==> config.mk <==
export PLATFORM = sky130hd
export DESIGN_NAME = seq_tx_1011
export DESIGN_NICKNAME = d
export VERILOG_FILES = /design/src/rtl/seq_tx_1011.sv
export SDC_FILE = /design/constraint.sdc
export NUM_CORES = 1
export LEC_CHECK = 0
export CAP_MARGIN = 25
export CORE_UTILIZATION = 53
export DETAILED_ROUTE_END_ITERATION = 16
export GPL_TIMING_DRIVEN = 0
export PLACE_DENSITY = 0.78
export SYNTH_ARGS = -nofsm -noshare
export SYNTH_HDL_FRONTEND = slang
export SYNTH_SLANG_ARGS = --single-unit
==> constraint.sdc <==
create_clock -name clk -period 2.1 [get_ports clk]
set_input_delay 0.21 -clock clk [delete_from_list [all_inputs] [get_ports clk]]
set_output_delay 0.21 -clock clk [all_outputs]
set_load 0.02 [all_outputs]
==> src/rtl/seq_tx_1011.sv <==
// Serial frame transmitter: sync word then data word, MSB first, then an idle gap.
// First sync bit is registered on the handshake edge; tx_ready is low for the whole frame and gap.
module seq_tx_1011 #(
  parameter int                DATA_W  = 8,
  parameter int                SYNC_W  = 4,
  parameter logic [SYNC_W-1:0] SYNC    = 4'b1011,
  parameter int                GAP_CYC = 2
) (
  input  logic              clk,
  input  logic              rst,
  input  logic              tx_valid,
  input  logic [DATA_W-1:0] tx_data,
  output logic              tx_ready,
  output logic              dout,
  output logic              dout_en,
  output logic              busy,
  output logic              done
);

  localparam int FRAME_W = SYNC_W + DATA_W;
  localparam int MAX_SD  = (SYNC_W > DATA_W) ? SYNC_W : DATA_W;
  localparam int MAX_ALL = (MAX_SD > GAP_CYC) ? MAX_SD : GAP_CYC;
  localparam int CW      = $clog2(MAX_ALL + 1);

  localparam logic [CW-1:0] SYNC_LAST = CW'(SYNC_W - 1);
  localparam logic [CW-1:0] DATA_LAST = CW'(DATA_W - 1);
  localparam logic [CW-1:0] GAP_LAST  = CW'((GAP_CYC > 0) ? (GAP_CYC - 1) : 0);

  typedef enum logic [1:0] {
    ST_IDLE = 2'd0,
    ST_SYNC = 2'd1,
    ST_DATA = 2'd2,
    ST_GAP  = 2'd3
  } state_t;

  state_t               state_q, state_d;
  logic [CW-1:0]        cnt_q, cnt_d;
  logic [FRAME_W-1:0]   sh_q, sh_d;
  logic                 dout_q, dout_d;
  logic                 dout_en_q, dout_en_d;
  logic                 done_q, done_d;
  logic [FRAME_W-1:0]   frame_load;

  assign frame_load = {SYNC, tx_data};

  always_ff @(posedge clk) begin
    if (rst) begin
      state_q   <= ST_IDLE;
      cnt_q     <= '0;
      sh_q      <= '0;
      dout_q    <= 1'b0;
      dout_en_q <= 1'b0;
      done_q    <= 1'b0;
    end else begin
      state_q   <= state_d;
      cnt_q     <= cnt_d;
      sh_q      <= sh_d;
      dout_q    <= dout_d;
      dout_en_q <= dout_en_d;
      done_q    <= done_d;
    end
  end

  // state_q names the phase of the bit currently on dout; cnt_q is how many
  // more cycles that phase lasts after the current one.
  always_comb begin
    state_d   = state_q;
    cnt_d     = cnt_q;
    sh_d      = sh_q;
    dout_d    = 1'b0;
    dout_en_d = 1'b0;
    done_d    = 1'b0;
    case (state_q)
      ST_IDLE: begin
        if (tx_valid) begin
          state_d   = ST_SYNC;
          cnt_d     = SYNC_LAST;
          dout_d    = frame_load[FRAME_W-1];
          dout_en_d = 1'b1;
          sh_d      = frame_load << 1;
        end
      end
      ST_SYNC: begin
        dout_d    = sh_q[FRAME_W-1];
        dout_en_d = 1'b1;
        sh_d      = sh_q << 1;
        if (cnt_q == '0) begin
          state_d = ST_DATA;
          cnt_d   = DATA_LAST;
        end else begin
          cnt_d = cnt_q - 1'b1;
        end
      end
      ST_DATA: begin
        if (cnt_q == '0) begin
          done_d = 1'b1;
          if (GAP_CYC > 0) begin
            state_d = ST_GAP;
            cnt_d   = GAP_LAST;
          end else begin
            state_d = ST_IDLE;
            cnt_d   = '0;
          end
        end else begin
          dout_d    = sh_q[FRAME_W-1];
          dout_en_d = 1'b1;
          sh_d      = sh_q << 1;
          cnt_d     = cnt_q - 1'b1;
        end
      end
      ST_GAP: begin
        if (cnt_q == '0) begin
          state_d = ST_IDLE;
        end else begin
          cnt_d = cnt_q - 1'b1;
        end
      end
      default: begin
        state_d = ST_IDLE;
        cnt_d   = '0;
      end
    endcase
  end

  always_comb begin
    tx_ready = (state_q == ST_IDLE);
    busy     = (state_q != ST_IDLE);
    dout     = dout_q;
    dout_en  = dout_en_q;
    done     = done_q;
  end

endmodule
# Yosys cells after proc, flatten, opt, wreduce, memory -nomap -nowiden
# Cells that the tools add are included.
word_totals:
  output_inout_bits: 5
  elab_cells: 44
  reg_bits: 21
classes:
  n_eq_ne: 9
  addsub: 1
  bitwise_logic: 1
  reduce_logical: 8
  muxes: 19
ops:
  columns: ["cell", "n"]
  rows:
  - ["$pmux W12 S3", 1]
  - ["$mux W12", 2]
  - ["$mux W4", 4]
  - ["$pmux W4 S4", 1]
  - ["$ne A2 B2 Y1 const B", 6]
  - ["$mux W2", 4]
  - ["$pmux W2 S4", 1]
  - ["$pmux W1 S3", 2]
  - ["$eq A2 B2 Y1 const B", 2]
  - ["$logic_not A4 Y1", 1]
  - ["$mux W1", 4]
  - ["$reduce_and A4 Y1", 1]
  - ["$sub A4 B1 Y4 const B", 1]
  - ["$reduce_and A3 Y1", 1]
  - ["$reduce_bool A3 Y1", 1]
  - ["$eq A2 B1 Y1 const B", 1]
  - ["$logic_not A2 Y1", 1]
  - ["$reduce_and A2 Y1", 1]
  - ["$reduce_bool A2 Y1", 1]
  - ["$reduce_or A2 Y1", 1]
  - ["$not A1 Y1", 1]

# Longest topological paths before layout
depth:
  word_depth: 3
  depth_mapped: 7

# Worst setup path after synthesis
# Ideal clock, no wire load.
synth_path:
  kind: "flip-flop to flip-flop"
  start: "register state_q[0]"
  end: "register sh_q[9]"
  arrival_time_ps: 1706
  setup_ps: 121
  stages_incl_launch_ff: 7
  synth_period_minus_slack_ps: 1826
  t_required_ps: 1979
  slack_ps: 274
  path_cell_list: "dfxtp_1 -> inv_1 -> ha_1 -> or3_1 -> buf_6 -> nand3_1 -> mux2_2"
synth_via:
  elab_chain_cells: 3
  elab_cells_between_ends: 8
  cone_classes: "4 x eq/ne; 1 x mux; 3 x reduce/logical"
synth_lines:
  columns: ["element", "line_no", "text"]
  rows:
  - ["from (decl)", "36", "state_t state_q, state_d;"]
  - ["from (signal assigned)", "55", "state_q <= state_d;"]
  - ["$logic_not A2 Y1 (*)", null, null]
  - ["net tx_ready", "13", "output logic tx_ready,"]
  - ["$ne A2 B2 Y1 (no line) / $reduce_bool A3 Y1 (equally long branches)", null, null]
  - ["$reduce_and A3 Y1 (no line)", null, null]
  - ["to (signal assigned)", "50", "sh_q <= '0;"]
  - ["to (signal assigned)", "57", "sh_q <= sh_d;"]
  - ["to (decl)", "38", "logic [FRAME_W-1:0] sh_q, sh_d;"]
# The timed path passes the listed nets; every way through them passes the cells marked *.
# A chain may end at the register's enable or synchronous reset.

# Worst setup path in the final report
layout_path:
  start: "register state_q[1]"
  end: "output tx_ready"
layout_via:
  elab_chain_cells: 1
layout_lines:
  columns: ["element", "line_no", "text"]
  rows:
  - ["$logic_not A2 Y1", "126", "tx_ready = (state_q == ST_IDLE);"]
  - ["to (decl)", "13", null]
# Every way passes these cells.

==> qor.yml <==
synth:
  ys.flop_type: "dfxtp_1"
  synth-seq-area-share_pct: 35.4
  netlist_area_mm2: 0.00113
  synth.avg_cell_area_um2: 9.11
  synth-edff-count: 0
  synth.top_cell.area_share_pct: 35.4
  ys_ff_latch: 20
  synthTopCellsByArea: "dfxtp_1 35%, mux2i_1 8.0%, ha_1 5.5%"
  yosys_warnings: 0
  postSynthCellCount: 124
  syn_nets: 140
  yosysTopAreaCell: "dfxtp_1"
  synth_cell_types: 42
  ys_async_sr_fraction_pct: 0
worst_setup_path:
  rrSetupSlack_ns: 0.21
  crit_path_start_kind: "register"
  r2r_end: "sh_q[9]"
  worstPathMaxFanout: 9
  worst_ep_arrival_time_ns: 1.76
  crit_required_ns: 1.89
  r2r_cells: 6
  end_kind: "output port"
  rr_startpoint: "state_q[0]"
  worstSetupPathType: "reg -> out"
cells_and_area:
  fin_nets: 159
  syn_to_final_growth_pct: 18.5
  drive_above_1_share_pct: 11.3
  final_cell_count_no_fill: 169
  mostFrequentLayoutCells: "20 x dfxtp_1, 13 x clkdlybuf4s50_1, 10 x inv_1"
  antenna_cells: 0
  layout.cells.most_common: "dfxtp_1"
hold_path:
  hold_depth: 2
  min_from: "rst"
  holdPathEnd: "sh_q[10]"
  hold_class: "in -> reg"
timing:
  setup_viol: 0
  fin_tns_setup_ns: 0
  slew_violations: 0
  rsz0062_at_grt: "no"
  finalCritPeriodShare_pct: 93.7
  fmax_mhz: 508
  tightestPinTransition_ns: 0.523
  finClkSkew_ns: 0.00852
  maxSlewHeadroom_pct: 65.1
  finalCriticalPeriod_ns: 1.97
  finalHoldViolations: 0
clock_network:
  cts_tree: "built"
  clkTransAtPathRegs_ns: 0.11
  clk_path_buf_depth: 2
  cts.htree.levels: 1
  clk-insertion-delay-late_ns: 0.32
  cts-root-buf: "clkbuf_4"
  cts_setup_buffers: 0
  cts_buffers: 3
  clock-sinks: 20
floorplanning:
  die_w_um: 48.2
  placementRows: 16
  ios: 16
  die_h_um: 48.2
  core_mm2: 0.00198
  die_area_mm2: 0.00232
  initial_core_util_pct: 57.0
run_status:
  outcome: "finished clean"
global_routing:
  grt_pass1_vias: 846
  grt_pass1_wl_um: 3820
  grt_max_degree: 12
  overflow: 0
  antenna_found_initial: 0
  track_usage_pct: 24.3
job:
  drv_cap: 0
routing:
  vias_per_cell: 6.13
  dr_total_vias: 1036
  ant_nets: 0
  wl_um: 2590
  drc: 0
  routedWlPerCell_um: 15.3
  drt_iter0_markers: 27
  first_pass_iters: 4
place:
  hpwl_um: 1850
  place_congestion: 0.886
  portBuffers: 14
  dpl.cell_count: 165
pwr:
  leakagePower_nw: 0.519
  power_density_mw_per_mm2: 1690
  peakVddDrop_mv: 0.990
flip-flops by register name (all words and copies together) (netlist names):
register / cells
sh_q: 11
cnt_q: 4
state_q: 2
done: 1
dout: 1
dout_en: 1
cell type report:
type,instances,area (um2)
fill,168,643
multi-input combinational,85,637
sequential,20,400
timing repair buffer,14,139
buffer,9,55.1
inverter,10,37.5
clock buffer,4,36.3
tap,27,33.8
cell usage after synthesis (2+ instances only):
library cell,count
ha_1,5
nor2_1,4
mux2i_1,9
clkbuf_1,2
buf_6,2
buf_2,5
o211ai_1,2
a31oi_1,8
a21oi_1,7
dfxtp_1,20
o2111ai_1,2
nor3b_1,7
nand4_1,7
o21ai_0,2
inv_1,10
nand2_1,5
nand3_1,2
logic make-up (layout without fill, tap and decap cells):
kind of cell	count (synthesis)	count (layout)	share of synthesized area (%)
simple gates	39	39	22.9
compound gates	31	31	18.9
flops	20	20	35.4
buf+inv	19	37	8.20
mux	10	10	8.97
fa+ha+maj	5	5	5.54
per-stage QoR:
stage               cell area, um2  worst slack (ns)  util [%]  power [mW]  hold WS [ns]
floorplan                     1130             0.274         -        1.69         0.373
finish                        1340             0.132      67.6        2.26         0.196
global placement              1300             0.262      65.8        1.97         0.457
detailed placement            1300             0.217      65.8        2.02         0.474
global route                  1340            0.0370      67.6        2.41         0.199
CTS                           1340             0.122      67.6        2.25         0.184
timing repair:
action,4_1_cts,5_1_grt
setup endpoints to repair,1,0
gates resized for setup,1,0
hold buffers,0,0
worst max-delay path: stages (launching register included):
cell	delay [ns]
dfxtp_1	0.35
inv_1	0.10
ha_1	0.33
clkdlybuf4s50_1	0.66
worst max path at each step:
stage,slack [ns],to,start,cells after the start
after global routing,0.04,tx_ready,state_q[1],3
final,0.13,tx_ready,state_q[1],3
after global placement,0.26,sh_q[9],state_q[0],6
after CTS,0.12,tx_ready,state_q[1],3
after floorplan,0.27,sh_q[9],state_q[0],6
after detailed placement,0.22,sh_q[9],state_q[0],6
routing by layer:
metal	GRT usage [%]	routed length, um	up-vias
met2	37.3	1190	21
met1	33.9	1240	503
met4	10.0	51	0
met3	3.33	104	5
li1	-	-	507
met5	0	0	-
power breakdown:
group	leakage [nW]	internal (mW)	total [mW]	switching (mW)
Sequential	0.165	0.520	0.611	0.0911
Combinational	0.332	0.657	1.41	0.753
Clock	0.0210	0.106	0.237	0.131
Total	0.519	1.28	2.26	0.974
No activity file was read; power rests on OpenSTA's default activity.
